==> src/rtl/hex_pkg.sv <==
// hex_pkg: shared FSM encoding, default widths and counter sizing for the hex datapaths
package hex_pkg;
    typedef enum logic [1:0] {
        IDLE   = 2'd0,
        DIVIDE = 2'd1,
        DONE   = 2'd2
    } state_t;
    localparam int DW_DEF = 16;
    localparam int VW_DEF = 8;
    function automatic int cnt_w(input int dw);
        return $clog2(dw + 1);
    endfunction
endpackage

==> src/rtl/hex_divider_if.sv <==
// hex_divider_if: control/operand/result bundle between a requester (master) and the divider (slave)
//   enable, start, in_1 (dividend), in_2 (divisor)          : master -> slave
//   quotient, remainder, div_by_zero, busy, done            : slave -> master
interface hex_divider_if #(
    parameter int DW = 16,
    parameter int VW = 8
);
    logic          enable;
    logic          start;
    logic [DW-1:0] in_1;
    logic [VW-1:0] in_2;
    logic [DW-1:0] quotient;
    logic [VW-1:0] remainder;
    logic          div_by_zero;
    logic          busy;
    logic          done;
    modport master (
        output enable, start, in_1, in_2,
        input  quotient, remainder, div_by_zero, busy, done
    );
    modport slave (
        input  enable, start, in_1, in_2,
        output quotient, remainder, div_by_zero, busy, done
    );
endinterface

==> src/rtl/hex_divider_div_step.sv <==
// div_step: one combinational radix-2 restoring division step
//   prem      : partial remainder entering the step
//   bit_in    : next dividend bit shifted into the partial remainder
//   divisor   : divisor
//   prem_next : partial remainder after the step
//   q_bit     : quotient bit produced by the step
module div_step #(
    parameter int VW = 8
) (
    input  logic [VW-1:0] prem,
    input  logic          bit_in,
    input  logic [VW-1:0] divisor,
    output logic [VW-1:0] prem_next,
    output logic          q_bit
);
    logic [VW:0] shifted;
    logic [VW:0] trial;
    // Restoring keeps prem below the divisor, so VW bits hold it between
    // steps; only the shifted trial value needs the extra sign bit.
    assign shifted   = {prem, bit_in};
    assign trial     = shifted - {1'b0, divisor};
    assign q_bit     = ~trial[VW];
    assign prem_next = q_bit ? trial[VW-1:0] : shifted[VW-1:0];
endmodule

==> src/rtl/hex_divider.sv <==
// hex_divider: sequential unsigned restoring divider, one quotient bit per clock
//   clk, rst : clock and synchronous active-high reset
//   bus      : slave side of hex_divider_if (operands, start/enable, results, busy/done)
module hex_divider
    import hex_pkg::*;
#(
    parameter int DW = DW_DEF,
    parameter int VW = VW_DEF
) (
    input logic         clk,
    input logic         rst,
    hex_divider_if.slave bus
);
    localparam int CW = cnt_w(DW);
    state_t        state, state_nxt;
    logic          accept;
    logic [DW-1:0] dq;
    logic [VW-1:0] divisor;
    logic [VW-1:0] prem;
    logic [VW-1:0] prem_next;
    logic          q_bit;
    logic [CW-1:0] cnt;
    logic [DW-1:0] quotient;
    logic [VW-1:0] remainder;
    logic          div_by_zero;
    logic          busy;
    logic          done;

    div_step #(.VW(VW)) u_step (
        .prem      (prem),
        .bit_in    (dq[DW-1]),
        .divisor   (divisor),
        .prem_next (prem_next),
        .q_bit     (q_bit)
    );

    always_ff @(posedge clk) begin
        if (rst) state <= IDLE;
        else     state <= state_nxt;
    end

    always_comb begin
        state_nxt = state;
        accept    = state == IDLE && bus.enable && bus.start;
        if (accept) state_nxt = bus.in_2 == '0 ? DONE : DIVIDE;
        else if (state == DIVIDE && cnt == CW'(DW - 1)) state_nxt = DONE;
        else if (state == DONE) state_nxt = IDLE;
    end

    always_ff @(posedge clk) begin
        if (rst) begin
            dq          <= '0;
            divisor     <= '0;
            prem        <= '0;
            cnt         <= '0;
            quotient    <= '0;
            remainder   <= '0;
            div_by_zero <= 1'b0;
            busy        <= 1'b0;
            done        <= 1'b0;
        end else begin
            done <= 1'b0;
            if (accept) begin
                dq          <= bus.in_1;
                divisor     <= bus.in_2;
                prem        <= '0;
                cnt         <= '0;
                div_by_zero <= 1'b0;
                busy        <= 1'b1;
            end else if (state == DIVIDE) begin
                dq   <= {dq[DW-2:0], q_bit};
                prem <= prem_next;
                cnt  <= cnt + CW'(1);
            end else if (state == DONE) begin
                // A zero divisor skipped DIVIDE, so dq still holds the dividend.
                done        <= 1'b1;
                quotient    <= divisor == '0 ? '1 : dq;
                remainder   <= divisor == '0 ? dq[VW-1:0] : prem;
                div_by_zero <= divisor == '0;
            end else if (done) begin
                busy <= 1'b0;
            end
        end
    end

    assign bus.quotient    = quotient;
    assign bus.remainder   = remainder;
    assign bus.div_by_zero = div_by_zero;
    assign bus.busy        = busy;
    assign bus.done        = done;
endmodule

==> src/flat_wrapper.sv <==
// flat-port wrapper written by rule: the top's interface ports become plain ports
module hex_divider_flat import hex_pkg::*;
#(
    parameter int DW = DW_DEF,
    parameter int VW = VW_DEF
)
  (clk, rst, bus_enable, bus_start, bus_in_1, bus_in_2, bus_quotient, bus_remainder, bus_div_by_zero, bus_busy, bus_done);
  hex_divider_if #(.DW(DW), .VW(VW)) bus_i ();
  input logic clk;
  input logic rst;
  input wire logic [$bits(bus_i.enable)-1:0] bus_enable;
  input wire logic [$bits(bus_i.start)-1:0] bus_start;
  input wire logic [$bits(bus_i.in_1)-1:0] bus_in_1;
  input wire logic [$bits(bus_i.in_2)-1:0] bus_in_2;
  output wire logic [$bits(bus_i.quotient)-1:0] bus_quotient;
  output wire logic [$bits(bus_i.remainder)-1:0] bus_remainder;
  output wire logic [$bits(bus_i.div_by_zero)-1:0] bus_div_by_zero;
  output wire logic [$bits(bus_i.busy)-1:0] bus_busy;
  output wire logic [$bits(bus_i.done)-1:0] bus_done;
  assign bus_i.enable = bus_enable;
  assign bus_i.start = bus_start;
  assign bus_i.in_1 = bus_in_1;
  assign bus_i.in_2 = bus_in_2;
  assign bus_quotient = bus_i.quotient;
  assign bus_remainder = bus_i.remainder;
  assign bus_div_by_zero = bus_i.div_by_zero;
  assign bus_busy = bus_i.busy;
  assign bus_done = bus_i.done;
  hex_divider #(.DW(DW), .VW(VW)) u_core (.clk(clk), .rst(rst), .bus(bus_i));
endmodule
==> config.mk <==
export PLATFORM = sky130hd
export DESIGN_NAME = hex_divider_flat
export DESIGN_NICKNAME = d
export VERILOG_FILES = /design/src/rtl/hex_pkg.sv /design/src/rtl/hex_divider_if.sv /design/src/rtl/hex_divider_div_step.sv /design/src/rtl/hex_divider.sv /design/src/flat_wrapper.sv
export SDC_FILE = /design/constraint.sdc
export NUM_CORES = 1
export LEC_CHECK = 0
export ABC_AREA = 1
export ABC_CLOCK_PERIOD_IN_PS = 2600
export CAP_MARGIN = 20
export CORE_UTILIZATION = 53
export DETAILED_ROUTE_END_ITERATION = 12
export PLACE_DENSITY = 0.87
export SYNTH_ARGS = -nofsm -noshare
export SYNTH_HDL_FRONTEND = slang
export SYNTH_SLANG_ARGS = --single-unit
==> constraint.sdc <==
create_clock -name clk -period 2.6 [get_ports clk]
set_clock_uncertainty 0.05 [all_clocks]
set_input_delay 0.52 -clock clk [delete_from_list [all_inputs] [get_ports clk]]
set_output_delay 0.52 -clock clk [all_outputs]
set_load 0.02 [all_outputs]
==> metrics <==
status=finished clean; Post-Syn Area per Cell=between 7 and 8 sq um; IO Count=between 50 and 60; Post-Syn Nets=475; CTS tree=built; drt drc=0; Worst Hold Class=reg -> reg; leakage=1.63 nW; Die Footprint=6420 sq um; register area share after synthesis=0.408; Crit Path Max Fanout=13; crit path DAT=2.36 ns; share of post-route cells with drive strength above 1=0.0920; largest net degree at the start of global routing=31; Port Buf Inserts=54; top-area cell type share of the netlist area=0.408; Mapped Area=3240 sq um; cts hold-fix bufs=0; Synth warnings=0; Initial Util=0.546; RePlAce Congestion=about 0.86; worst vdd ir=0.465 mV; Final Hold Vio Count=0; CP Capture Type=flop; CTS Sinks=66; Required @ worst endpoint=2.82 ns; H-tree lvl count=3; Root Buffer=clkbuf_8; DRT Pass-1 Iters=5; vias in the first global route=2868; synth top area cells=dfxtp_1 (41%), nand2_1 (12%), inv_1 (6.1%), a21oi_1 (5.6%), o21ai_0 (4.0%); post-DR vias/cell=5.54; Area growth syn-to-layout=24.6%; routed len/inst=~14 um; Gate Count Post-Synth=between 400 and 500; Crit Path Class=reg -> reg; gr ovfl total=0; period utilization=0.824; Tot GR Track Use=0.261; Detail Route Antenna Nets=0; Final Max Tran Viols=0; post-synth cell types=41; final setup violation count=0; Slew headroom=0.671; PD cells=647 nW/um^2; Yosys top cell by area=dfxtp_1; Core Rows=28; Post-CTS Setup Repair Bufs=0; max_cap viols=0; Startpoint Class=flop; CTS Buf Count=9; measured slew at the worst slew-check pin=0.493 ns; initial antenna violation count=0; top achievable clock speed=0.467 GHz; first-pass GRT wire length=12.8 mm; Clk pin slew, worst setup/hold paths=0.08 ns; total power=2.61 mW; clk_lat worst skew=roughly 0.34 ns; RSZ-0062 raised after global routing=false; fin nets=524; setup TNS=0 ns; cts repair resizes=0; Die Ht=between 80 and 90 um; synthesized flop and latch total=66; die width=80.1 um; HPWL Detailed=5.50 mm; Final Critical Period=2.14 ns; Routed Wire Length=between 8 and 9 mm; Longest Clk Path Bufs=2; initial DRC count=243; via count=3122; core area=approximately 6000 sq um; diodes inserted=0
==> per-stage QoR <==
step | cell area, sq um | utilization | worst slack, ns | hold slack, ns | std cells
floorplan | 3240 | - | 0.676 | 0.386 | 436
global placement | 3790 | 0.641 | 0.483 | 0.403 | 549
detailed placement | 3790 | 0.641 | 0.410 | 0.395 | 549
CTS | 4030 | 0.681 | 0.461 | 0.418 | 564
global route | 4030 | 0.681 | 0.273 | 0.433 | 564
finish | 4030 | 0.681 | 0.459 | 0.415 | 564
==> per-layer routing <==
layer  wire [um]  GRT usage
met1        3570      0.330
met2        3890      0.430
met3         487     0.0682
met4         127     0.0893
met5           0          0
==> worst max-delay path: stages (launching register included) <==
cell and delay (ns):
dfxtp_1 0.34, inv_1 0.08, ha_1 0.23, fa_1 0.36, inv_1 0.07, nand2_1 0.06, nand2_1 0.13, nand3_2 0.10
nand2_2 0.10, nand2_4 0.07, nand2_4 0.14, nand2_1 0.08, nand2_1 0.06, nand2_1 0.05, a21oi_1 0.14
==> report_power, final <==
group	internal [mW]	switching [mW]
clock network	0.636	0.419
registers	1.05	0.0306
logic	0.178	0.299
total	1.86	0.748
==> flip-flops by register name (all words and copies together), names as in the netlist <==
register                cells
u_core.bus.busy             1
u_core.bus.done             1
u_core.bus.quotient        16
u_core.dq                  16
u_core.divisor              8
u_core.state                2
u_core.prem                 8
u_core.bus.remainder        8
u_core.bus.div_by_zero      1
u_core.cnt                  5
==> final timing paths <==
path	depth (start not counted)	end	slack [ns]	start
min	2	u_core.bus.quotient[9]$_SDFFE_PP0P_	0.41	u_core.bus.quotient[9]$_SDFFE_PP0P_
max	14	u_core.prem[7]$_SDFFE_PP0P_	0.46	u_core.dq[15]$_SDFFE_PP0P_
min reg2reg	2	u_core.bus.quotient[9]$_SDFFE_PP0P_	0.41	u_core.bus.quotient[9]$_SDFFE_PP0P_
max reg2reg	14	u_core.prem[7]$_SDFFE_PP0P_	0.46	u_core.dq[15]$_SDFFE_PP0P_
==> cell usage in the layout (no fill, tap or decap), drive strengths merged <==
| cell | instances |
|---|---|
| nand2 | 104 |
| dfxtp | 66 |
| inv | 63 |
| clkdlybuf4s50 | 54 |
| a21oi | 37 |
| nor2 | 36 |
| o21ai | 29 |
| nand3 | 17 |
| o211ai | 17 |
| a31oi | 10 |
| ha | 10 |
| clkbuf | 9 |
| a221oi | 8 |
| buf | 4 |
| nor3 | 3 |
| nand3b | 3 |
| bufinv | 3 |
| nand4 | 3 |
| or2 | 3 |
| xnor2 | 2 |
| nor4 | 2 |
| xor2 | 1 |
| and2 | 1 |
| o21a | 1 |
| fa | 1 |
| clkinvlp | 1 |
| clkinv | 1 |
==> synth_stat cells <==
master    instances
nand2_4           3
buf_6             2
buf_4             2
nor2_8            1
a31oi_1          10
xnor2_1           2
a21oi_1          36
clkbuf_1          8
inv_4             1
dfxtp_1          66
fa_1              1
o21a_1            1
ha_1             10
xor2_1            1
nand4_4           1
nor4_1            2
nand2_2           1
a21oi_2           1
nor2_2            1
o21ai_0          26
clkbuf_2          1
nand2_1         100
o211ai_2          2
nor2_4            1
inv_2             8
o21ai_1           3
a221oi_1          7
nor2_1           33
buf_1             1
nand3_1          15
nand3b_1          3
nand3_2           2
nor3_1            3
or2_4             1
buf_2             6
nand4_1           2
or2_2             2
a221oi_2          1
o211ai_1         15
inv_1            53
and2_0            1
==> area by class of cell <==
cell class	instances	area [sq um]
timing repair buffer	58	571
clock buffer	9	124
sequential	66	1320
inverter	62	235
multi-input combinational	288	1570
clock inverter	6	115
fill	472	1890
tap	75	93.8
==> kinds of logic (layout without fill, tap and decap cells) <==
logic type               Yosys count  in the layout  share of synthesized area
AO/OA/AOI/OAI                    102            102                      0.191
flip-flops                        66             66                      0.408
XOR/XNOR                           3              3                    0.00812
AND/OR/NAND/NOR                  172            172                      0.242
adder cells (fa/ha/maj)           11             11                     0.0449
buffers and inverters             82            135                      0.106
Note: power is estimated with default switching activity, not from simulation.
